--- src/rtl/miriscv_loader_pkg.sv ---
// miriscv_loader_pkg
//   Shared definitions for the boot loader: FSM state encoding and the
//   width of the image length prefix.
package miriscv_loader_pkg;

    typedef enum logic [2:0] {
        LEN_LO,
        LEN_HI,
        DATA,
        DONE,
        ERROR
    } loader_state_e;

    localparam int unsigned LEN_W = 16;

endpackage

--- src/rtl/miriscv_loader_packer.sv ---
// miriscv_loader_packer
//   Collects four accepted bytes into one 32-bit word.
//   Ports:
//     clk        - system clock
//     rst        - synchronous active-high clear of byte index and partial word
//     octet      - incoming byte
//     accept     - octet is taken this cycle
//     word       - assembled word, valid while word_valid is high
//     word_valid - high in the cycle the 4th byte of a word is accepted
//   SWAP_BYTES = 1 places the first byte in the MSB ({b0,b1,b2,b3}),
//   SWAP_BYTES = 0 places it in the LSB ({b3,b2,b1,b0}).
module miriscv_loader_packer #(
    parameter bit SWAP_BYTES = 1'b1
) (
    input  logic        clk,
    input  logic        rst,
    input  logic [7:0]  octet,
    input  logic        accept,
    output logic [31:0] word,
    output logic        word_valid
);

    logic [1:0] bidx;
    logic [7:0] b0;
    logic [7:0] b1;
    logic [7:0] b2;

    always_ff @(posedge clk) begin
        if (rst) begin
            bidx <= '0;
            b0   <= '0;
            b1   <= '0;
            b2   <= '0;
        end else if (accept) begin
            case (bidx)
                2'd0:    b0 <= octet;
                2'd1:    b1 <= octet;
                2'd2:    b2 <= octet;
                default: ;
            endcase
            bidx <= bidx + 2'd1;
        end
    end

    // The 4th byte is not stored; it is combined directly so the caller can
    // register the full word on the same edge that accepts it.
    always_comb begin
        word_valid = accept && (bidx == 2'd3);
        if (SWAP_BYTES)
            word = {b0, b1, b2, octet};
        else
            word = {octet, b2, b1, b0};
    end

endmodule

--- src/rtl/miriscv_boot_loader.sv ---
// miriscv_boot_loader
//   Receives a length-prefixed program image (16-bit little-endian word count
//   followed by the words as bytes), writes the words sequentially into RAM
//   and holds the core in reset until the whole image has been written.
//   Ports:
//     clk_i, rst_i  - clock, synchronous active-high reset
//     byte_i        - image byte
//     byte_valid_i  - byte_i valid
//     byte_ready_o  - loader accepts a byte this cycle
//     mem_we_o      - RAM write strobe, one cycle per word
//     mem_addr_o    - RAM word address
//     mem_wdata_o   - RAM write data
//     core_rst_o    - active-high core reset, released after the last write
//     done_o        - image loaded, core released
//     err_o         - image length exceeded RAM_SIZE
module miriscv_boot_loader
    import miriscv_loader_pkg::*;
#(
    parameter int unsigned RAM_SIZE   = 512,
    parameter bit          SWAP_BYTES = 1'b1
) (
    input  logic                        clk_i,
    input  logic                        rst_i,
    input  logic [7:0]                  byte_i,
    input  logic                        byte_valid_i,
    output logic                        byte_ready_o,
    output logic                        mem_we_o,
    output logic [$clog2(RAM_SIZE)-1:0] mem_addr_o,
    output logic [31:0]                 mem_wdata_o,
    output logic                        core_rst_o,
    output logic                        done_o,
    output logic                        err_o
);

    localparam int unsigned      AW         = $clog2(RAM_SIZE);
    localparam int unsigned      WW         = AW + 1;
    localparam logic [LEN_W:0]   RAM_SIZE_L = RAM_SIZE[LEN_W:0];
    localparam logic [LEN_W-1:0] LEN_ONE    = 1;
    localparam logic [WW-1:0]    WIDX_ONE   = 1;

    loader_state_e    state;
    logic [LEN_W-1:0] len;
    logic [LEN_W-1:0] len_full;
    logic [LEN_W-1:0] last_idx;
    logic [LEN_W-1:0] widx_ext;
    logic [WW-1:0]    widx;
    logic             accept;
    logic             pack_accept;
    logic             word_valid;
    logic [31:0]      word;

    assign accept      = byte_valid_i && byte_ready_o;
    assign pack_accept = accept && (state == DATA);
    assign len_full    = {byte_i, len[7:0]};
    assign last_idx    = len - LEN_ONE;
    assign widx_ext    = {{(LEN_W-WW){1'b0}}, widx};

    miriscv_loader_packer #(
        .SWAP_BYTES (SWAP_BYTES)
    ) u_packer (
        .clk        (clk_i),
        .rst        (rst_i),
        .octet      (byte_i),
        .accept     (pack_accept),
        .word       (word),
        .word_valid (word_valid)
    );

    // done_o/core_rst_o/err_o follow the state one edge late, so the release
    // lands on the edge after the final write strobe rather than alongside it.
    always_ff @(posedge clk_i) begin
        if (rst_i) begin
            state        <= LEN_LO;
            len          <= '0;
            widx         <= '0;
            byte_ready_o <= 1'b1;
            mem_we_o     <= 1'b0;
            mem_addr_o   <= '0;
            mem_wdata_o  <= '0;
            core_rst_o   <= 1'b1;
            done_o       <= 1'b0;
            err_o        <= 1'b0;
        end else begin
            mem_we_o   <= 1'b0;
            done_o     <= (state == DONE);
            core_rst_o <= (state != DONE);
            err_o      <= (state == ERROR);

            case (state)
                LEN_LO: begin
                    if (accept) begin
                        len[7:0] <= byte_i;
                        state    <= LEN_HI;
                    end
                end
                LEN_HI: begin
                    if (accept) begin
                        len[LEN_W-1:8] <= byte_i;
                        if (len_full == '0) begin
                            state        <= DONE;
                            byte_ready_o <= 1'b0;
                        end else if ({1'b0, len_full} > RAM_SIZE_L) begin
                            state        <= ERROR;
                            byte_ready_o <= 1'b0;
                        end else begin
                            state <= DATA;
                        end
                    end
                end
                DATA: begin
                    if (word_valid) begin
                        mem_we_o    <= 1'b1;
                        mem_addr_o  <= widx[AW-1:0];
                        mem_wdata_o <= word;
                        widx        <= widx + WIDX_ONE;
                        if (widx_ext == last_idx) begin
                            state        <= DONE;
                            byte_ready_o <= 1'b0;
                        end
                    end
                end
                DONE, ERROR: begin
                    byte_ready_o <= 1'b0;
                end
                default: begin
                    state <= LEN_LO;
                end
            endcase
        end
    end

endmodule

--- config.mk ---
export PLATFORM = sky130hd
export DESIGN_NAME = miriscv_boot_loader
export DESIGN_NICKNAME = d
export VERILOG_FILES = /design/src/rtl/miriscv_loader_pkg.sv /design/src/rtl/miriscv_loader_packer.sv /design/src/rtl/miriscv_boot_loader.sv
export SDC_FILE = /design/constraint.sdc
export NUM_CORES = 1
export LEC_CHECK = 0
export ABC_AREA = 1
export CORE_UTILIZATION = 45
export CTS_CLUSTER_SIZE = 30
export DETAILED_ROUTE_END_ITERATION = 10
export PLACE_DENSITY_LB_ADDON = 0.3
export SKIP_LAST_GASP = 1
export SLEW_MARGIN = 20
export SYNTH_ARGS = -nofsm -noshare
export SYNTH_HDL_FRONTEND = slang
export SYNTH_SLANG_ARGS = --single-unit
--- constraint.sdc ---
create_clock -name clk_i -period 4.9 [get_ports clk_i]
set_input_delay 0.49 -clock clk_i [delete_from_list [all_inputs] [get_ports clk_i]]
set_output_delay 0.49 -clock clk_i [all_outputs]
set_load 0.01 [all_outputs]
-- Yosys cells after proc, flatten, opt, wreduce, memory -nomap -nowiden
Index checks and enable logic that the tools add are counted.
- $add $sub $neg: 3
- $lt $le $gt $ge: 1
- equality and inequality tests: 14
- muxes and demuxes: 14
- bitwise operators: 2
- reduce and logical (&&, ||, !) cells: 17
- operator list (kind ; count):
    $mux W3 ; 6
    $eq A10 B16 Y1 ; 1
    $gt A16 B10 Y1 const B ; 1
    $logic_not A16 Y1 ; 1
    $sub A16 B1 Y16 const B ; 1
    $pmux W3 S4 ; 1
    $reduce_and A2 Y1 ; 6
    $add A10 B1 Y10 const B ; 1
    $reduce_and A5 Y1 ; 2
    $eq A3 B2 Y1 const B ; 2
    $mux W1 ; 6
    $eq A2 B2 Y1 const B ; 2
    $ne A2 B1 Y1 const B ; 2
    $ne A2 B2 Y1 const B ; 2
    $reduce_or A2 Y1 ; 2
    $eq A3 B1 Y1 const B ; 1
    $eq A3 B3 Y1 const B ; 1
    $logic_and A1 B1 Y1 ; 3
    $logic_not A3 Y1 ; 1
    $ne A3 B2 Y1 const B ; 1
    $ne A3 B3 Y1 const B ; 1
    $pmux W1 S3 ; 1
    $reduce_bool A3 Y1 ; 1
    $add A2 B1 Y2 const B ; 1
    other kinds (3) ; 4
- bits in registers: 101
- input bits: 11
- output and inout bits: 46
- logic and storage cells: 66

-- Logic depth before layout (Yosys ltp)
Gate-level depths: netlist of run 1.
- word-level depth: 5
- mapped depth: 16
- mapped depth without buffers: 16

-- Cells and area by module
From an unflattened synthesis of run 1, not the netlist that was laid out.
- cells, all modules: 658
- area total of the unflattened synthesis: 4515.6 sq um
- modules (own cells, without submodules) (module ; instances ; cells an instance ; area each (sq um) ; sequential area each (sq um)):
    miriscv_boot_loader ; 1 ; 480 ; 3338.2 ; 1501.4
    miriscv_loader_packer ; 1 ; 178 ; 1177.4 ; 520.5

-- Least setup slack after synthesis of run 1
No wires, ideal clock.
- path type: reg2reg
- start: reg len[0]
- end: reg state[0]
- setup time: 115 ps
- arrival time: 1628 ps
- data required time: 4785 ps
- slack: 3157 ps
- cell stages (with the launch flop): 14
- path buffers: 0
- clock period less this slack: 1743 ps
- cell sequence: dfxtp_1 -> inv_1 -> ha_1 -> nand2_1 -> nor2_1 -> nand3_1 -> xor2_1 -> nand2_1 -> nor2_1 -> nand2_1 -> nand2_2 -> nand3_1 -> nand2_1 -> nor2_1
- longest elaborated chain between the ends: 4
- elaborated cells on any way between the ends: 8
- classes of those cells: 1 x add/sub; 2 x eq/ne; 3 x mux; 2 x reduce/logical
- ends and longest elaborated chain (item ; RTL line ; text):
    start: declaration ; miriscv_boot_loader.sv:42 ; logic [LEN_W-1:0] len;
    start signal: assignment ; miriscv_boot_loader.sv:92 ; len[7:0] <= byte_i;
    start signal: indexed assignment ; miriscv_boot_loader.sv:98 ; len[LEN_W-1:8] <= byte_i;
    $sub A16 B1 Y16 or $logic_not A16 Y1 (tied branches) ; miriscv_boot_loader.sv:55, miriscv_boot_loader.sv:99 ;
    $eq A10 B16 Y1 or $mux W3 (tied branches) ; miriscv_boot_loader.sv:116, miriscv_boot_loader.sv:99 ;
    $ne A2 B1 Y1 (no source line) or $mux W3 (tied branches) ; -- ;
    $reduce_and A5 Y1 (no source line) or $pmux W3 S4 (tied branches) ; -- ;
    end signal: assignment ; miriscv_boot_loader.sv:73 ; state <= LEN_LO;
    end signal: assignment ; miriscv_boot_loader.sv:117 ; state <= DONE;
    end signal: assignment ; miriscv_boot_loader.sv:126 ; state <= LEN_LO;
    end: declaration ; miriscv_boot_loader.sv:41 ; loader_state_e state;
Parallel ways exist; a longest one is shown, timed or not. The select of a mux whose other input is x is not followed.
A chain may end at the register's enable or synchronous reset.

-- Worst setup path in the final report of run 1
- start: in byte_valid_i
- end: reg state[0]
- longest elaborated chain between the ends: 5
- elaborated cells on any way between the ends: 7
- classes of those cells: 3 x eq/ne; 4 x reduce/logical
- ends and longest elaborated chain (item ; RTL line ; text):
    start: declaration ; miriscv_boot_loader.sv:25 ; input logic byte_valid_i,
    $logic_and A1 B1 Y1 (*) ; miriscv_boot_loader.sv:52 ; assign accept = byte_valid_i && byte_ready_o;
    $logic_and A1 B1 Y1 ; miriscv_boot_loader.sv:53 ; assign pack_accept = accept && (state == DATA);
    $logic_and A1 B1 Y1 ; miriscv_loader_packer.sv:48 ; word_valid = accept && (bidx == 2'd3);
    $ne A2 B1 Y1 (no source line) ; -- ;
    $reduce_and A5 Y1 (no source line) (*) ; -- ;
    end signal: assignment ; miriscv_boot_loader.sv:73 ;
    end signal: assignment ; miriscv_boot_loader.sv:93 ; state <= LEN_HI;
    end signal: assignment ; miriscv_boot_loader.sv:100 ; state <= DONE;
Every way passes the cells marked *; elsewhere a longest branch is shown, timed or not.

==> results.md, run 1 <==
* Run status: completed
* Crit path buf inv count at 2
* Core area at 0.00885 sq mm
* Setup TNS at 0 ns
* Detailed placer's ending HPWL at 6.80 mm
* Root buffer cell: clkbuf_8
* Gpl congestion at 0.929
* First-pass GRT wire length at 16.8 mm
* Vias post-DR at 3,808
* Initial DRC count at 316
* Total global routing overflow at 0
* Slew HR at 42.4%
* Clock Sinks at 101
* Worst EP arrival at 2.77 ns
* Post-synth top area cell: dfxtp_1
* Min-Delay Path Depth at 2
* Total GRT Usage at 21.7%
* Crit path capture type: flip-flop
* M2 GR Usage at 34.2%
* Met3 Usage GRT at 3.94%
* Initial Util at 47.2%
* Max Root-Sink Buffers at 2
* Max Freq at 0.401 GHz
* Measured slew at the worst slew-check pin at 0.860 ns
* Distinct cell type count after synthesis at 23
* Remaining DRCs at 0
* Number of buffers created by CTS at 9
* Post-CTS Resized at 0
* Largest stage delay on the critical path at 0.45 ns
* Cell Area, Synth at 0.00418 sq mm
* Max Slew Vio Count at 0
* Startpoint class of the critical path: primary input
* Worst VDD drop at 0.238 mV
* Layout area overhead at 19.2%
* Drt total wl at 9.99 mm
* Crit-path max FO at 59
* Port Buffers at 56
* Full die area at 0.00967 sq mm
* Worst path required time at 5.18 ns
* Synth top area cells: dfxtp_1, o21ai_0, nor2_1
* Fin crit period at 2.49 ns
* CP Class: primary input to flip-flop
* Post-CTS setup buffers at 0
* Final net count at 626
* Die height at 98.4 um
* Met1 Usage GRT at 30.0%
* Vias in the first global route at 3,503
* DRT Pass-1 Iters at 7
* Async SR Flop Fraction at 0%
* Tcrit/Tclk final at 50.8%
* HP Class: flip-flop to flip-flop
* Unrepaired setup endpoints after global routing: no
* CTS tree: done
* Number of max-cap violations at 0
* CP cell instances: clkdlybuf4s50_1, nand2_1, nor2_4, nand2_4, clkinv_4, nand2_1, nor2_1, nand3_1, nor2_1, nand2_1, nand2_2, nand3_1, nand2_1, nor2_1
* Cts hold-fix bufs at 0
* Clock Skew at 0.0106 ns
* Number of synthesized flops with an enable pin at 0
* Syn_nets at 582
* Post-DRT Antenna Nets at 0
* Final Hold Viols at 0
* Sequential fraction of the synthesis area at 48.4%
* Crit-path leading delay family: simple AND/OR/NAND/NOR gates
* Syn Inst Count at 564
* Fraction of layout cells with a size suffix above 1 at 3.75%
* R2r startpoint: state[2]
* Number of setup violations in the final report at 0
* Pin count of the biggest net entering global routing at 89
* DR vias/cell at 5.28
* Rows at 34
* Static Leakage at 2.03 nW
* Most frequent cells in the layout: dfxtp_1, nor2_1, o21ai_0
* Main flop type after synthesis: dfxtp_1
* Overall power at 2.12 mW
* FF+latch count, synth at 101
* Antenna violations before repair at 0
* End of the worst hold path: mem_addr_o[6]
* Die Width at 98.4 um
* Syn Area/Cell at 7.41 sq um
* Clk_lat worst skew at 0.38 ns
* Most common cell after layout, fill and taps aside: dfxtp_1
* Pwr Density at 425 mW/mm^2
* Most used cell, CP: nand2_1
* Hold Crit Start: mem_addr_o[6]
* CTS clk-pin slew, worst paths at 0.11 ns
* Top Usage Layer GRT: met2
* Area fraction of the dominant cell type after synthesis at 48.4%
* Worst R2R Path Depth at 14
* Synth warn at 0
* Diode count at 0
* H-tree Lvls at 3
* Register-to-register setup slack at 2.49 ns
* Slowest CP cell: clkdlybuf4s50_1
* Wire length per cell at 13.9 um
* Crit Reg-Reg Endpoint: state[0]
* Num ports at 57
metrics by stage:
stage	instance area [sq um]	std cells	hold slack [ns]	setup slack [ns]	util (%)
floorplan	4180	564	0.470	3.16	-
global placement	4780	705	0.462	2.19	54.0
detailed placement	4780	705	0.461	2.03	54.0
CTS	4980	721	0.481	2.41	56.3
global route	4980	721	0.495	2.18	56.3
finish	4980	721	0.475	2.41	56.3
how the worst max path moves through the flow:
stage	start	end	slack [ns]	cells after the start
after CTS	byte_valid_i	state[0]	2.41	14
after global placement	byte_valid_i	state[2]	2.19	14
after global routing	byte_valid_i	state[0]	2.18	14
after detailed placement	byte_valid_i	state[0]	2.03	14
after floorplan	len[0]	state[0]	3.16	13
final	byte_valid_i	state[0]	2.41	14
synthesized netlist by cell type, types with 2 or more instances:
cell type and count:
dfxtp_1 101, a211oi_1 2, nand2_1 69, clkbuf_1 16
inv_1 48, nand3_1 22, nor3_1 12, nor4_1 2
o21ai_0 90, xnor2_1 4, buf_2 8, nor2_1 100
a21oi_1 69, ha_1 7, xor2_1 6
layout make-up:
cell class,instances,area (sq um)
fillers,826,3870
multi-input cells,390,1870
clock buffers,9,124
flip-flops and latches,101,2020
clock inverters,7,75.1
well taps,108,135
repair buffers,57,568
inverters,49,189
routing by layer:
metal,vias up,wire length [um]
met5,-,0
met3,16,535
li1,1941,-
met1,1732,4700
met4,0,161
met2,119,4590
cell families after synthesis:
kind of cell    synth area share (%)
xor+xnor                        2.10
buf+inv                         6.92
simple gates                    21.1
flops                           48.4
compound gates                  19.4
fa+ha+maj                       2.10
flip-flops by register name, indices dropped and copies added, names as in the netlist:
signal and count:
mem_wdata_o 32, len 16, widx 10, mem_addr_o 9, u_packer.b0 8, u_packer.b1 8, u_packer.b2 8, state 3
u_packer.bidx 2, byte_ready_o 1, core_rst_o 1, done_o 1, err_o 1, mem_we_o 1
worst register-to-register path, stage by stage, from the launching register on:
cell,delay [ns]
dfxtp_1,0.38
inv_1,0.13
nand3_2,0.13
nor2_4,0.17
nand2_4,0.23
clkinv_4,0.39
nand2_1,0.13
nor2_1,0.14
nand3_1,0.09
nor2_1,0.11
nand2_1,0.08
nand2_2,0.11
nand3_1,0.08
nand2_1,0.09
nor2_1,0.05
where the power goes:
group	leakage (nW)	switching, mW	internal (mW)	total (mW)
Sequential	0.817	0.0578	0.882	0.940
Clock	0.0985	0.328	0.204	0.532
Combinational	1.11	0.420	0.227	0.647
Power figures use the tool's default switching activity.
==> run 2: changes to the inputs <==
Clock period 4.9 ns to 1.99 ns, I/O delays scaled along.
==> results.md, run 2 (synthesized netlist as in run 1, its figures left out) <==
* Post-CTS setup buffers at 0
* Net Sw Frac at 38.1%
* Crit-path max FO at 6
* Register Area at 0.00203 sq mm
* Clock Sinks at 101
* DRT Pass-1 Iters at 7
* Total GRT Usage at 22.4%
* Final net count at 640
* Diode count at 0
* DR vias/cell at 5.23
* Critical Path Start: len[2]
* Placed Area at 0.00490 sq mm
* Clock Skew at 0.0112 ns
* Max Slew Vio Count at 0
* CTS tree: done
* Register-to-register setup slack at 0.20 ns
* Run status: completed
* Multi-input gate area at 0.00194 sq mm
* Port Buffers at 56
* HP Class: primary input to flip-flop
* Number of buffers created by CTS at 9
* Clk_lat worst skew at 0.37 ns
* Pwr Density at 1060 mW/mm^2
* NetSw at 2.08 mW
* Full die area at 0.00967 sq mm
* Final Hold Viols at 0
* Number of max-cap violations at 0
* Cts hold-fix bufs at 0
* Die Width at 98.4 um
* Combinational share of power at 34.2%
* Worst VDD drop at 0.597 mV
* Crit path buf inv count at 1
* Most used cell, CP: nand2_1
* Most common cell after layout, fill and taps aside: dfxtp_1
* Final instance area at 0.00517 sq mm
* Slew HR at 70.2%
* Remaining DRCs at 0
* Rows at 34
* Hold Crit Start: byte_i[5]
* Post-DRT Antenna Nets at 0
* R2r startpoint: len[2]
* Largest stage delay on the critical path at 0.34 ns
* Measured slew at the worst slew-check pin at 0.446 ns
* Core area at 0.00885 sq mm
* Register share of total power at 42.8%
* Crit-path leading delay family: simple AND/OR/NAND/NOR gates
* Clk network pwr share at 23.0%
* Slowest CP cell: dfxtp_1
* Pin count of the biggest net entering global routing at 72
* Worst EP arrival at 2.05 ns
* Num ports at 57
* Top Registers: mem_wdata_o: 32 flops, len: 16 flops, widx: 10 flops
* Fraction of layout cells with a size suffix above 1 at 8.45%
* Max reg flops at 32
* Overall power at 5.46 mW
* Number of setup violations in the final report at 0
* Vias post-DR at 3,841
* Antenna violations before repair at 0
* Max Freq at 0.558 GHz
* Top reg by flops: mem_wdata_o
* CP cell instances: inv_1, nand2_1, nor2_2, nand2_2, o21ai_1, nand2_1, nor2_1, nand2_1, nor2_2, nand2_1, nand2_2, nand3_1, nand2_1, nand2_1
* Startpoint class of the critical path: flip-flop
* Initial Util at 47.2%
* CTS clk-pin slew, worst paths at 0.10 ns
* FILL cells at 834
* First-pass GRT wire length at 17.3 mm
* Pint at 3.38 mW
* Crit path capture type: flip-flop
* Vias in the first global route at 3,475
* Tcrit/Tclk final at 90.1%
* Total global routing overflow at 0
* CP Class: flip-flop to flip-flop
* Max Root-Sink Buffers at 2
* Unrepaired setup endpoints after global routing: yes
* Wire length per cell at 14.1 um
* Final design utilization at 58.4%
* Initial DRC count at 254
* Layout area overhead at 23.8%
* Gpl congestion at 0.901
* Static Leakage at 2.12 nW
* Drt total wl at 10.4 mm
* Fin crit period at 1.79 ns
* H-tree Lvls at 3
* Die height at 98.4 um
* Detailed placer's ending HPWL at 7.33 mm
* Worst path required time at 2.25 ns
* Root buffer cell: clkbuf_8
* Most frequent cells in the layout: dfxtp_1, nor2_1, o21ai_0
-- run 2: cell count changes in the layout (fill, tap and decap cells not counted), sizes merged --
cell / delta
inv: -1
clkinv: +1
buf: +14
-- run 2: final timing paths --
kind	end	depth (start not counted)
worst max-delay path	byte_ready_o	14
worst min-delay path	len[5]	3
worst max register to register	byte_ready_o	14
worst min register to register	mem_addr_o[0]	2
-- run 2: per-layer routing --
metal | share of wire (%) | up-vias | GRT usage (%) | routed length, um
met3 | 4.8 | 14 | 3.15 | 497
met1 | 47 | 1747 | 31.3 | 4870
met4 | 1.2 | 0 | 6.89 | 124
met2 | 47 | 115 | 35.9 | 4900
li1 | - | 1965 | - | -
met5 | 0 | - | 0 | 0
-- run 2: timing repair --
| action | in CTS | in global routing |
|---|---|---|
| endpoints found under the setup margin | 0 | 5 |
| hold endpoints to repair | 0 | 0 |
| gates resized for setup | 0 | 26 |
-- run 2: worst min-delay path, cell delays in order --
cell,delay [ns]
clkdlybuf4s50_1,0.44
nand3_1,0.10
a21oi_1,0.06
-- run 2: final cells by class --
type	count	share of cell area, %
Inverter	49	3.65
Clock buffer	9	2.40
Clock inverter	7	1.26
Multi-Input combinational cell	390	37.5
Sequential cell	101	39.2
Tap cell	108	2.61
Timing Repair Buffer	71	13.4
-- run 2: per-stage QoR --
step | TNS, ns | hold WS [ns] | std cells | worst slack [ns]
3_5_place_dp | 0 | 0.464 | 719 | 0.0344
4_1_cts | 0 | 0.466 | 735 | 0.0165
6_report | 0 | 0.475 | 735 | 0.197
5_1_grt | -0.0529 | 0.488 | 735 | -0.0290
3_3_place_gp | 0 | 0.462 | 719 | 0.0689
2_1_floorplan | 0 | 0.282 | 564 | 0.247
-- run 2: power groups by stage --
| stage | clock, mW | sequential (mW) | combinational, mW |
|---|---|---|---|
| 6_report | 1.25 | 2.34 | 1.87 |
| 5_1_grt | 1.37 | 2.36 | 2.09 |
| 4_1_cts | 1.29 | 2.32 | 1.68 |
| 3_5_place_dp | 0 | 2.36 | 1.67 |
| 3_3_place_gp | 0 | 2.36 | 1.63 |
| 2_1_floorplan | 0 | 2.33 | 1.23 |
